**src/rtl/sram_lsu.sv**
```systemverilog
// sram_lsu: load/store initiator for a 1R1W word SRAM; define SRAM_LSU_SUBWORD_EN for byte/half access (RMW stores)
module sram_lsu #(
    parameter int DATA_SIZE = 32,
    parameter int ADDR_SIZE = 7
) (
    input  logic                 clock,
    input  logic                 reset,
    input  logic                 req_valid,
    output logic                 req_ready,
    input  logic                 req_we,
    input  logic [1:0]           req_size,
    input  logic                 req_unsigned,
    input  logic [ADDR_SIZE-1:0] req_addr,
    input  logic [DATA_SIZE-1:0] req_wdata,
    output logic                 resp_valid,
    output logic [DATA_SIZE-1:0] resp_rdata,
    output logic                 resp_err,
    output logic                 sram_rden,
    output logic                 sram_wren,
    output logic [ADDR_SIZE-1:0] sram_addr_out,
    output logic [ADDR_SIZE-1:0] sram_addr_in,
    output logic [DATA_SIZE-1:0] sram_data_in,
    input  logic [DATA_SIZE-1:0] sram_data_out
);
`ifdef SRAM_LSU_SUBWORD_EN
    typedef enum logic [2:0] {IDLE, RD_WAIT, RD_CAP, RMW_WR, WR_DONE} state_t;
`else
    typedef enum logic [2:0] {IDLE, RD_WAIT, RD_CAP, WR_DONE = 3'd4} state_t;
`endif
    state_t state_q, state_d;
    logic ready_q, ready_d, resp_valid_q, resp_valid_d, resp_err_q, resp_err_d;
    logic rden_q, rden_d, wren_q, wren_d, err_q, err_d;
    logic [DATA_SIZE-1:0] rdata_q, rdata_d, din_q, din_d, load_val;
    logic [ADDR_SIZE-1:0] raddr_q, raddr_d, waddr_q, waddr_d, aligned;
    logic accept, bad, sub;
    assign accept  = req_valid && ready_q && state_q == IDLE;
    assign aligned = {req_addr[ADDR_SIZE-1:2], 2'b00};
`ifdef SRAM_LSU_SUBWORD_EN
    logic we_q, uns_q;
    logic [1:0] size_q, lane_q;
    logic [15:0] st_q;
    logic [DATA_SIZE-1:0] shifted, mask, ins, merged;
    assign sub      = req_size != 2'b10;
    assign bad      = req_size == 2'b11 || (req_size == 2'b01 && req_addr[0]) || (req_size == 2'b10 && req_addr[1:0] != 2'b00);
    assign shifted  = sram_data_out >> {lane_q, 3'b000};
    assign load_val = size_q == 2'b00 ? {{24{~uns_q & shifted[7]}}, shifted[7:0]} :
                      size_q == 2'b01 ? {{16{~uns_q & shifted[15]}}, shifted[15:0]} : sram_data_out;
    assign mask     = (size_q == 2'b00 ? 32'h0000_00ff : 32'h0000_ffff) << {lane_q, 3'b000};
    assign ins      = size_q == 2'b00 ? {4{st_q[7:0]}} : {2{st_q}};
    assign merged   = (sram_data_out & ~mask) | (ins & mask);
    // Request fields needed after acceptance for lane select, extension and merge
    always_ff @(posedge clock) begin
        if (accept) begin
            we_q   <= req_we;
            size_q <= req_size;
            uns_q  <= req_unsigned;
            lane_q <= req_addr[1:0];
            st_q   <= req_wdata[15:0];
        end
    end
`else
    logic unused_ok;
    assign sub       = 1'b0;
    assign bad       = req_size != 2'b10 || req_addr[1:0] != 2'b00;
    assign load_val  = sram_data_out;
    assign unused_ok = req_unsigned;
`endif
    // State and registered outputs; req_ready resets high, everything else low
    always_ff @(posedge clock) begin
        if (reset) begin
            state_q      <= IDLE;
            ready_q      <= 1'b1;
            resp_valid_q <= 1'b0;
            resp_err_q   <= 1'b0;
            rdata_q      <= '0;
            rden_q       <= 1'b0;
            wren_q       <= 1'b0;
            err_q        <= 1'b0;
            raddr_q      <= '0;
            waddr_q      <= '0;
            din_q        <= '0;
        end else begin
            state_q      <= state_d;
            ready_q      <= ready_d;
            resp_valid_q <= resp_valid_d;
            resp_err_q   <= resp_err_d;
            rdata_q      <= rdata_d;
            rden_q       <= rden_d;
            wren_q       <= wren_d;
            err_q        <= err_d;
            raddr_q      <= raddr_d;
            waddr_q      <= waddr_d;
            din_q        <= din_d;
        end
    end
    // Next state: reads pass RD_WAIT/RD_CAP, writes and errors finish via WR_DONE/RMW_WR
    always_comb begin
        state_d = state_q;
        case (state_q)
            IDLE:    state_d = !accept ? IDLE : bad ? WR_DONE : (!req_we || sub) ? RD_WAIT : WR_DONE;
            RD_WAIT: state_d = RD_CAP;
`ifdef SRAM_LSU_SUBWORD_EN
            RD_CAP:  state_d = we_q ? RMW_WR : IDLE;
`else
            RD_CAP:  state_d = IDLE;
`endif
            default: state_d = IDLE;
        endcase
    end
    // Output next values; IDLE with req_ready low is the response cycle that re-arms req_ready
    always_comb begin
        ready_d      = ready_q;
        resp_valid_d = 1'b0;
        resp_err_d   = 1'b0;
        rdata_d      = '0;
        rden_d       = 1'b0;
        wren_d       = 1'b0;
        err_d        = err_q;
        raddr_d      = raddr_q;
        waddr_d      = waddr_q;
        din_d        = din_q;
        case (state_q)
            IDLE: begin
                ready_d = ready_q ? !accept : 1'b1;
                if (accept) begin
                    err_d   = bad;
                    rden_d  = !bad && (!req_we || sub);
                    wren_d  = !bad && req_we && !sub;
                    raddr_d = bad ? raddr_q : aligned;
                    waddr_d = bad ? waddr_q : aligned;
                    din_d   = (bad || sub || !req_we) ? din_q : req_wdata;
                end
            end
            RD_WAIT: begin
            end
            RD_CAP: begin
`ifdef SRAM_LSU_SUBWORD_EN
                wren_d       = we_q;
                din_d        = we_q ? merged : din_q;
                resp_valid_d = !we_q;
                rdata_d      = we_q ? '0 : load_val;
`else
                resp_valid_d = 1'b1;
                rdata_d      = load_val;
`endif
            end
            default: begin
                resp_valid_d = 1'b1;
                resp_err_d   = err_q;
            end
        endcase
    end
    assign req_ready     = ready_q;
    assign resp_valid    = resp_valid_q;
    assign resp_err      = resp_err_q;
    assign resp_rdata    = rdata_q;
    assign sram_rden     = rden_q;
    assign sram_wren     = wren_q;
    assign sram_addr_out = raddr_q;
    assign sram_addr_in  = waddr_q;
    assign sram_data_in  = din_q;
endmodule
```
**config.mk**
```make
export PLATFORM = sky130hd
export DESIGN_NAME = sram_lsu
export DESIGN_NICKNAME = d
export VERILOG_FILES = /design/src/rtl/sram_lsu.sv
export SDC_FILE = /design/constraint.sdc
export NUM_CORES = 1
export LEC_CHECK = 0
export CAP_MARGIN = 15
export CELL_PAD_IN_SITES_DETAIL_PLACEMENT = 1
export CELL_PAD_IN_SITES_GLOBAL_PLACEMENT = 1
export CORE_AREA = 2 2 94 114
export CTS_CLUSTER_DIAMETER = 100
export DETAILED_ROUTE_END_ITERATION = 6
export DIE_AREA = 0 0 96 116
export GPL_TIMING_DRIVEN = 0
export PLACE_DENSITY = 0.82
export SYNTH_ARGS = -nofsm -noshare
export SYNTH_HDL_FRONTEND = slang
export SYNTH_SLANG_ARGS = --single-unit
```
**constraint.sdc**
```tcl
create_clock -name clock -period 4.9 [get_ports clock]
set_clock_uncertainty 0.05 [all_clocks]
set_input_delay 1.225 -clock clock [delete_from_list [all_inputs] [get_ports clock]]
set_output_delay 1.225 -clock clock [all_outputs]
set_load 0.005 [all_outputs]
```
# After elaboration in Yosys (flattened, before gate mapping)
# Cells that the tools add are included.
[classes]
addsub = 0
n_mul = 0
div = 0
n_lt_le_gt_ge = 0
eq_ne = 3
shifts = 0
mux = 6
bitwise = 5
reduce_logical = 18
[op_table]
columns = ["cell", "count"]
rows = [
  ["$mux W3", 3],
  ["$pmux W3 S2", 1],
  ["$reduce_and A3 Y1", 2],
  ["$not A1 Y1", 5],
  ["$logic_and A1 B1 Y1", 4],
  ["$reduce_or A2 Y1", 2],
  ["$reduce_or A4 Y1", 1],
  ["$eq A3 B1 Y1 const B", 1],
  ["$eq A3 B2 Y1 const B", 1],
  ["$logic_not A1 Y1", 3],
  ["$logic_not A3 Y1", 1],
  ["$reduce_or A3 Y1", 1],
  ["$logic_or A1 B1 Y1", 2],
  ["$mux W1", 2],
  ["$ne A2 B2 Y1 const B", 1],
  ["$reduce_and A2 Y1", 1],
  ["$reduce_bool A2 Y1", 1],
]
[totals]
reg_bits = 78
latchBits = 0
ramBits = 0
mem_bits_ro = 0
in_bits = 78
out_inout_bits = 83
mem_count = 0

# Logic depth before layout (Yosys ltp)
# Gate-level depths: netlist of run 1.
[logic_depth]
ltp_word = 5
ltp_mapped = 5

# Worst setup path before layout of run 1
# Ideal clock, no wire load.
[synth_path]
kind = "in2reg"
from = "input req_size[0]"
to = "register din_q[0] (netlist: sram_data_in[0])"
setup_ns = 0.072
arrival_time_ns = 2.700
required_time_ns = 4.778
slack_ns = 2.079
path_stages = 4
path_buffers = 1
cell_sequence = "or4b_2 nor4_4 buf_6 mux2i_1"
[synth_via]
elab_chain_cells = 5
[synth_rtl]
columns = ["item", "line", "source"]
rows = [
  ["start, declared", "11", "input logic [1:0] req_size,"],
  ["$ne A2 B2 Y1", "64", "assign bad = req_size != 2'b10 || req_addr[1:0] != 2'b00;"],
  ["$logic_or A1 B1 Y1", "64", ""],
  ["$logic_or A1 B1 Y1", "131", "din_d = (bad || sub || !req_we) ? din_q : req_wdata;"],
  ["$not A1 Y1 (no line)", "-", ""],
  ["$reduce_and A3 Y1 (no line)", "-", ""],
  ["end signal, assigned", "93", "din_q <= din_d;"],
  ["end, declared", "33", "logic [DATA_SIZE-1:0] rdata_q, rdata_d, din_q, din_d, load_val;"],
]
# Every way passes these cells.
# A chain may end at the register's enable or synchronous reset.

# Worst setup path after layout of run 1
[layout_path]
from = "input req_size[0]"
to = "register din_q[13] (netlist: sram_data_in[13])"
# The elaborated chain is that of the path after synthesis.

==> metrics.txt, run 1 <==
status complete, no violations; DIE HEIGHT 116 um; Pleak 1.81 nW; DRT antenna net count 0; site row count 40; Worst path slowest cell or4b_2; Max Cap Viol 0; die width 96 um; adder-cell share of the synthesized area 0; Tightest Hold Check Type reg2reg; Slew HR 0.519; P per Cell Area between 300 and 400 nW/um^2; crit path launch type primary input; crit end category register; initial core utilization 0.293; TritonCTS buffer count 9; Simple-Gate Fraction of Synth Area 0.275; Hold WS ~430 ps; Hold Buf Count CTS 0; Mapped Area 2920 sq um; # IOs 161; initial antenna violation count 0; ant diodes 0; Seq pwr share 0.429; post-DR vias/cell 4.29; Worst-Skew Late Latency between 300 and 400 ps; Clk pin slew, worst setup/hold paths roughly 60 ps; Final Cell Area just under 5000 sq um; number of enable flip-flop cells after synthesis 0; Power Internal 0.00117 W; Setup TNS Final 0 ps; worst-path cell chain clkdlybuf4s50_1 -> or4b_2 -> nor4_4 -> buf_6 -> mux2i_1; fin nets 517; Final period util 0.626; Post-Synth XOR/XNOR Area 0; largest net degree at the start of global routing 16; share of the yosys chip area belonging to registers 0.535; Comb pwr share 0.077; mux contribution to synthesized area 0.127; gr usage total 0.163; Area Growth Syn to Fin 70.3%; Clock Power Share 0.494; Setup Crit Path Kind in2reg; layout cells sized above 1 0.0743; combinational family with the most area after synthesis simple AND/OR/NAND/NOR gates; Routed WL 8.55 mm; Core ar. 9960 sq um; crit path DAT between 3000 and 4000 ps; initial drt markers 23; Avg WL per Cell about 15 um; Die ar. 11,100 sq um; RSZ-0062 raised after global routing false; CP Data Required Time 5110 ps; clk sinks 78; Sw Pwr roughly 0.00032 W; CTS tree yes; ys async rst share 0; clock tree buffer depth 2; H-tree depth 3; Achievable Freq 326 MHz; hpwl dp 6.58 mm; first drt pass iteration count 3; total gr overflow 0; Synth Area in Compound Gates 0.00644; Syn Inst Count 270; #FFs+latches synth 78; Top FF cell, synth dfxtp_1; Worst Setup Slack, final 1830 ps; Worst Path Max Fanout 10; R2R setup slack 2780 ps; Final Hold Vio Count 0; pre-CTS WS 1440 ps; Ys Warns 0; CP max stage delay 770 ps; Post-CTS Setup Inserts 0; syn_area_per_cell 10.8 sq um; Util after Layout 0.499; Setup violations, final 0; CTS resizes 0; Root Buffer clkbuf_16; Cell Area, Placed around 4600 sq um; drc violations 0; max-slew violations 0; slew of the pin with the lowest slew margin slightly above 700 ps; global-route wire length before repair 13.5 mm; Layout fillers 1,099; DR vias approximately 2,400; Tmin final approximately 3100 ps; Sw Ratio 0.216; GPL Wtd Cong 0.709; VDD IR-drop max around 0.00019 V; Port Buf Inserts approximately 160; post-synth cell types 23; number of global-route vias before repair ~2,700
path summary, 6_finish.rpt:
check / startpoint / endpoint / cells after the start
min reg2reg: sram_data_in[25] / sram_data_in[25] / 2
max: req_size[0] / sram_data_in[13] / 5
min: sram_data_in[25] / sram_data_in[25] / 2
max reg2reg: state_q[2] / sram_data_in[13] / 5
placed cells by master (no fill, tap or decap):
cell type and n:
clkdlybuf4s50_1 155, dfxtp_1 78, nand2b_1 74, mux2i_1 37, and2_1 32, clkbuf_1 12, buf_4 9, clkbuf_16 9
nor2_1 5, nor3b_1 4, conb_1 4, buf_6 3, nor4b_1 2, nor3_1 2, bufinv_16 2, clkinv_4 2
inv_2 1, inv_1 1, or4b_1 1, buf_2 1, or4b_2 1, nor4_4 1, nor3_4 1, nor4_1 1
o21bai_1 1, a21oi_1 1, a31oi_1 1, inv_6 1, clkinvlp_4 1, inv_8 1
registers in the layout, indices dropped and copies added, names as in the netlist:
name	flops
resp_rdata	32
sram_data_in	32
sram_addr_out	5
state_q	3
err_q	1
req_ready	1
resp_err	1
resp_valid	1
sram_rden	1
sram_wren	1
worst max-delay path: cells and delay by family:
family	cells	cell delay, ps
buf+inv	2	640
mux	1	210
simple gates	2	1200
cell families after synthesis:
kind of cell,after synthesis
other,1
and+or+nand+nor,124
muxes,37
buffers and inverters,27
DFF,78
AOI/OAI and AO/OA,3
Yosys cell counts, types with 2 or more instances:
cell	number	area share
nand2b_1	74	0.16
nor4b_1	2	0.0060
nor3b_1	4	0.010
nor2_1	5	0.0064
and2_1	32	0.069
dfxtp_1	78	0.54
buf_6	3	0.012
mux2i_1	37	0.13
nor3_1	2	0.0034
buf_4	9	0.023
clkbuf_1	12	0.015
cell type report:
cell class,instances,area [sq um],share of cell area
Sequential cell,78,1560,0.314
Timing Repair Buffer,155,1550,0.312
Multi-Input combinational cell,168,1210,0.243
Clock buffer,9,225,0.0453
Tap cell,126,158,0.0317
Buffer,25,151,0.0305
Clock inverter,7,105,0.0212
Inverter,2,7.51,0.00151
layer usage:
layer,track usage,vias up,share of wire
li1,-,1188,-
met1,0.150,1126,0.36
met2,0.286,121,0.50
met3,0.0865,10,0.13
met4,0.0857,0,0.020
met5,0,-,0
power by group through the flow:
stage	Combinational (W)	Clock (W)	Sequential, W
final	0.000115	0.000738	0.000642
after global placement	0.000114	0	0.000656
after global routing	0.000125	0.000786	0.000642
after floorplan	0.0000375	0	0.000656
after CTS	0.000117	0.000760	0.000642
after detailed placement	0.000116	0	0.000656
per-stage QoR:
stage                     cells  total power [W]
final                       570          0.00150
after global routing        570          0.00155
after CTS                   570          0.00152
after detailed placement    554         0.000773
after global placement      554         0.000770
after floorplan             273         0.000694
(Power assumes the default switching activity.)
==> inputs of run 2 (changes only) <==
--- a/config.mk
+++ b/config.mk
@@ -8,12 +8,12 @@
 export CAP_MARGIN = 15
 export CELL_PAD_IN_SITES_DETAIL_PLACEMENT = 1
 export CELL_PAD_IN_SITES_GLOBAL_PLACEMENT = 1
-export CORE_AREA = 2 2 94 114
+export CORE_AREA = 2 2 102 124
 export CTS_CLUSTER_DIAMETER = 100
 export DETAILED_ROUTE_END_ITERATION = 6
-export DIE_AREA = 0 0 96 116
+export DIE_AREA = 0 0 104 126
 export GPL_TIMING_DRIVEN = 0
-export PLACE_DENSITY = 0.82
+export PLACE_DENSITY = 0.74
 export SYNTH_ARGS = -nofsm -noshare
 export SYNTH_HDL_FRONTEND = slang
 export SYNTH_SLANG_ARGS = --single-unit
==> constraint.sdc (replaced) <==
create_clock -name clock -period 2.8 [get_ports clock]
set_clock_uncertainty 0.05 [all_clocks]
set_input_delay 0.7 -clock clock [delete_from_list [all_inputs] [get_ports clock]]
set_output_delay 0.7 -clock clock [all_outputs]
set_load 0.005 [all_outputs]
==> metrics.txt, run 2 (same netlist as run 1, synthesis figures left out) <==
Worst Setup Slack, final 231 ps (was 1830 ps); Tmin final between 2000 and 3000 ps; Final period util 0.917; hpwl dp 6.63 mm (was 6.58 mm); ant diodes 0 (unchanged); Seq pwr share 0.461 (was 0.429); number of global-route vias before repair 2,667 (was 2,745); first drt pass iteration count 4 (was 3); DRT antenna net count 0 (unchanged); Sw Pwr 0.000512 W (was 0.000323 W); slew of the pin with the lowest slew margin 897 ps (was 712 ps); total gr overflow 0 (unchanged); Clk pin slew, worst setup/hold paths 50 ps (was 60 ps); CP Data Required Time 3000 ps (was 5110 ps); die width 104 um (was 96 um); status complete, no violations (unchanged); GPL Wtd Cong 0.730 (was 0.709); layout cells sized above 1 0.0721 (was 0.0743); most common cell after layout, fill and taps aside clkdlybuf4s50_1 (unchanged); CP max stage delay 770 ps (about the same); Post-CTS Setup Inserts 0 (unchanged); clock tree buffer depth 2 (unchanged); CTS resizes 0 (unchanged); Routed WL 8.52 mm (was 8.55 mm); Core ar. 11,900 sq um (was 9960 sq um); drc violations 0 (unchanged); WP buf/inv 2 (unchanged); Setup violations, final 0 (unchanged); VDD IR-drop max 0.000229 V (was 0.000194 V); Max Cap Viol 0 (unchanged); Tightest Hold Check Type reg2reg (unchanged); Clock Power Share 0.458 (was 0.494); initial antenna violation count 0 (unchanged); max-slew violations 0 (unchanged); Slew HR 0.394 (was 0.519); Area Growth Syn to Fin 70.4% (was 70.3%); Comb pwr share 0.082 (was 0.077); clk sinks 78 (unchanged); Worst path slowest cell or4b_2 (unchanged); Sw Ratio 0.210 (was 0.216); Pleak 1.79 nW (was 1.81 nW); Worst-Skew Late Latency 330 ps (was 340 ps); CP delay by family, top simple AND/OR/NAND/NOR gates (unchanged); Root Buffer clkbuf_16 (unchanged); Layout fillers 1,348 (was 1,099); site row count 44 (was 40); initial drt markers 67 (was 23); Hold Buf Count CTS 0 (unchanged); DIE HEIGHT 126 um (was 116 um); Port Buf Inserts 155 (unchanged); P per Cell Area 491 nW/um^2 (was 301 nW/um^2); initial core utilization 0.245 (was 0.293); # IOs 161 (unchanged); largest net degree at the start of global routing 13 (was 16); R2R depth 5 (unchanged); Worst Path Max Fanout 10 (unchanged); Avg WL per Cell 14.1 um (was 15.0 um); global-route wire length before repair 13.8 mm (was 13.5 mm); RSZ-0062 raised after global routing false (unchanged); crit path launch type primary input (unchanged); Util after Layout 0.418 (was 0.499); gr usage total 0.135 (was 0.163); hold path depth 2 (unchanged); H-tree depth 3 (unchanged); Final Hold Vio Count 0 (unchanged); Power Internal 0.00193 W (was 0.00117 W); pre-CTS WS -163 ps (was 1440 ps); TritonCTS buffer count 9 (unchanged); CTS tree yes (unchanged); crit path DAT 2770 ps (was 3280 ps); DR vias 2,449 (was 2,445); worst-path cell chain clkdlybuf4s50_1 -> or4b_2 -> nor4_4 -> buf_6 -> mux2i_1 (unchanged); crit end category register (unchanged); Achievable Freq 389 MHz; Setup Crit Path Kind in2reg (unchanged); Die ar. 13,100 sq um (was 11,100 sq um); commonest non-fill, non-tap cells in the layout clkdlybuf4s50_1, dfxtp_1, nand2b_1 (unchanged); Crit. path cell count 5 (unchanged); post-DR vias/cell 4.05 (was 4.29); fin nets 517 (unchanged)
[run 2: through the flow]
step | hold slack, ps | std cells | TNS (ps) | total power (W) | area [sq um]
floorplan | 407 | 273 | 0 | 0.00121 | 2930
global placement | 409 | 589 | -2770 | 0.00135 | 4680
detailed placement | 414 | 589 | -3560 | 0.00135 | 4680
CTS | 427 | 605 | 0 | 0.00249 | 4970
global route | 440 | 605 | 0 | 0.00255 | 4970
finish | 423 | 605 | 0 | 0.00244 | 4970
[run 2: worst reg2reg max path: cells and delay by family (launching register included)]
kind / cells / cell delay, ps
buf+inv: 2 / 420
mux: 1 / 220
simple gates: 2 / 1000
flops: 1 / 360
[run 2: area by class of cell]
type / count / area (sq um) / area share
inverters: 2 / 7.51 / 0.00151
well taps: 161 / 201 / 0.0405
multi-input cells: 168 / 1210 / 0.243
repair buffers: 155 / 1550 / 0.312
clock inverters: 3 / 17.5 / 0.00353
plain buffers: 25 / 151 / 0.0305
flip-flops and latches: 78 / 1560 / 0.314
clock buffers: 13 / 270 / 0.0544
[run 2: power groups by stage]
stage                     registers (W)   logic, W  clock network [W]
after floorplan                 0.00115  0.0000657                  0
final                           0.00112   0.000199            0.00112
after global routing            0.00112   0.000219            0.00121
after global placement          0.00115   0.000200                  0
after CTS                       0.00112   0.000204            0.00116
after detailed placement        0.00115   0.000203                  0
[run 2: routing by layer]
| layer | wire length (um) | GRT usage | vias to the layer above | part of all wire |
|---|---|---|---|---|
| li1 | - | - | 1187 | - |
| met1 | 3330 | 0.140 | 1140 | 0.39 |
| met2 | 4270 | 0.241 | 114 | 0.50 |
| met3 | 800 | 0.0621 | 8 | 0.094 |
| met4 | 112 | 0.0453 | 0 | 0.013 |
| met5 | 0 | 0 | - | 0 |
[run 2: path summary, 6_finish.rpt]
kind | start | endpoint | slack (ps)
hold reg to reg | sram_data_in[18] | sram_data_in[18] | 420
hold / removal | sram_data_in[18] | sram_data_in[18] | 420
setup reg to reg | state_q[2] | sram_data_in[16] | 680
setup / recovery | req_size[0] | sram_data_in[16] | 230
==> inputs of run 3 (changes only) <==
--- a/config.mk
+++ b/config.mk
@@ -8,10 +8,10 @@
 export CAP_MARGIN = 15
 export CELL_PAD_IN_SITES_DETAIL_PLACEMENT = 1
 export CELL_PAD_IN_SITES_GLOBAL_PLACEMENT = 1
-export CORE_AREA = 2 2 102 124
+export CORE_AREA = 2 2 133 96
 export CTS_CLUSTER_DIAMETER = 100
 export DETAILED_ROUTE_END_ITERATION = 6
-export DIE_AREA = 0 0 104 126
+export DIE_AREA = 0 0 135 98
 export GPL_TIMING_DRIVEN = 0
 export PLACE_DENSITY = 0.74
 export SYNTH_ARGS = -nofsm -noshare
==> metrics.txt, run 3 (same netlist as run 1, synthesis figures left out) <==
dpl cells 590 (was 589); Post-CTS Setup Inserts 0 (unchanged); CP delay by family, top simple AND/OR/NAND/NOR gates (unchanged); Hold Buf Count CTS 0 (unchanged); CP max stage delay 770 ps (about the same); clk sinks 78 (unchanged); clock tree buffer depth 2 (unchanged); Worst path slowest cell or4b_2 (unchanged); Port Buf Inserts 155 (unchanged); DRT antenna net count 0 (unchanged); largest net degree at the start of global routing 15 (was 13); initial drt markers 65 (was 67); slew of the pin with the lowest slew margin 747 ps (was 897 ps); TritonCTS buffer count 9 (unchanged); Final Cell Area 4990 sq um (was 4970 sq um); die width 135 um (was 104 um); initial antenna violation count 0 (unchanged); Worst-Skew Late Latency 330 ps (about the same); Tightest Hold Check Type reg2reg (unchanged); CTS tree yes (unchanged); DIE HEIGHT 98 um (was 126 um); crit path launch type primary input (unchanged); hpwl dp 6.58 mm (was 6.63 mm); Setup violations, final 0 (unchanged); crit path DAT 2780 ps (was 2770 ps); Achievable Freq 388 MHz (was 389 MHz); hold path depth 2 (unchanged); Setup Crit Path Kind in2reg (unchanged); Core ar. 12,100 sq um (was 11,900 sq um); first drt pass iteration count 4 (unchanged); crit end category register (unchanged); status complete, no violations (unchanged); Area Growth Syn to Fin 71.1% (was 70.4%); number of global-route vias before repair 2,603 (was 2,667); P per Cell Area 503 nW/um^2 (was 491 nW/um^2); most common cell after layout, fill and taps aside clkdlybuf4s50_1 (unchanged); site row count 34 (was 44); Max Cap Viol 0 (unchanged); gr usage total 0.131 (was 0.135); Hold WS 424 ps (was 423 ps); Layout Cells excl Fill 606 (was 605); drc violations 0 (unchanged); Root Buffer clkbuf_16 (unchanged); H-tree depth 3 (unchanged); Worst Path Max Fanout 10 (unchanged); Die ar. 13,200 sq um (was 13,100 sq um); CTS resizes 0 (unchanged); Crit. path cell count 5 (unchanged); Final period util 0.919 (was 0.917); total gr overflow 0 (unchanged); Tmin final 2570 ps (about the same); Util after Layout 0.413 (was 0.418); GPL Wtd Cong 0.698 (was 0.730); Routed WL 8.42 mm (was 8.52 mm); # IOs 161 (unchanged); Final Hold Vio Count 0 (unchanged); Slew HR 0.495 (was 0.394); commonest non-fill, non-tap cells in the layout clkdlybuf4s50_1, dfxtp_1, nand2b_1 (unchanged); WP buf/inv 2 (unchanged); worst-path cell chain clkdlybuf4s50_1 -> or4b_2 -> nor4_4 -> buf_6 -> mux2i_1 (unchanged); Avg WL per Cell 13.9 um (was 14.1 um); Pleak 1.79 nW (about the same); post-DR vias/cell 3.93 (was 4.05); global-route wire length before repair 13.6 mm (was 13.8 mm); final total power 0.00251 W (was 0.00244 W); fin nets 517 (unchanged); layout cells sized above 1 0.0743 (was 0.0721); DR vias 2,380 (was 2,449); Cell Area, Placed 4680 sq um (about the same); initial core utilization 0.241 (was 0.245); RSZ-0062 raised after global routing false (unchanged); Clk pin slew, worst setup/hold paths 60 ps (was 50 ps); CP Data Required Time 3000 ps (about the same); R2R depth 5 (unchanged); VDD IR-drop max 0.000273 V (was 0.000229 V); max-slew violations 0 (unchanged); ant diodes 0 (unchanged)
==> run 3: layout make-up <==
class | count | area [sq um]
inverter | 2 | 7.51
fill | 1352 | 7090
timing repair buffer | 155 | 1550
sequential | 78 | 1560
buffer | 25 | 151
multi-input combinational | 168 | 1210
tap | 162 | 203
clock inverter | 6 | 70.1
clock buffer | 10 | 239
==> run 3: worst paths after layout <==
path	start	end	slack, ps
worst max-delay path	req_size[0]	sram_data_in[19]	230
worst min-delay path	sram_data_in[16]	sram_data_in[16]	420
worst max register to register	state_q[2]	sram_data_in[19]	680
worst min register to register	sram_data_in[16]	sram_data_in[16]	420
==> run 3: metrics by stage <==
stage,setup TNS (ps),worst slack [ps]
after detailed placement,-3780,-147
after floorplan,0,504
after global routing,0,68.5
after global placement,-3400,-120
after CTS,0,189
final,0,226
==> run 3: tightest hold or removal path, stage by stage (launching register included) <==
cell and delay [ps]:
dfxtp_1 310, nand2b_1 60, mux2i_1 60
==> run 3: power by group <==
part | switching [W] | leakage (nW) | internal (W) | total (W)
Sequential | 0.00000603 | 0.629 | 0.00112 | 0.00112
Combinational | 0.0000576 | 1.02 | 0.000141 | 0.000199
Clock | 0.000468 | 0.147 | 0.000721 | 0.00119
Total | 0.000532 | 1.79 | 0.00198 | 0.00251
==> run 3: routing by layer <==
layer | GRT usage | vias to the layer above | wire [um]
met1 | 0.164 | 1124 | 3750
met2 | 0.223 | 61 | 4210
li1 | - | 1189 | -
met4 | 0.0385 | 0 | 80
met3 | 0.0348 | 6 | 376
met5 | 0 | - | 0
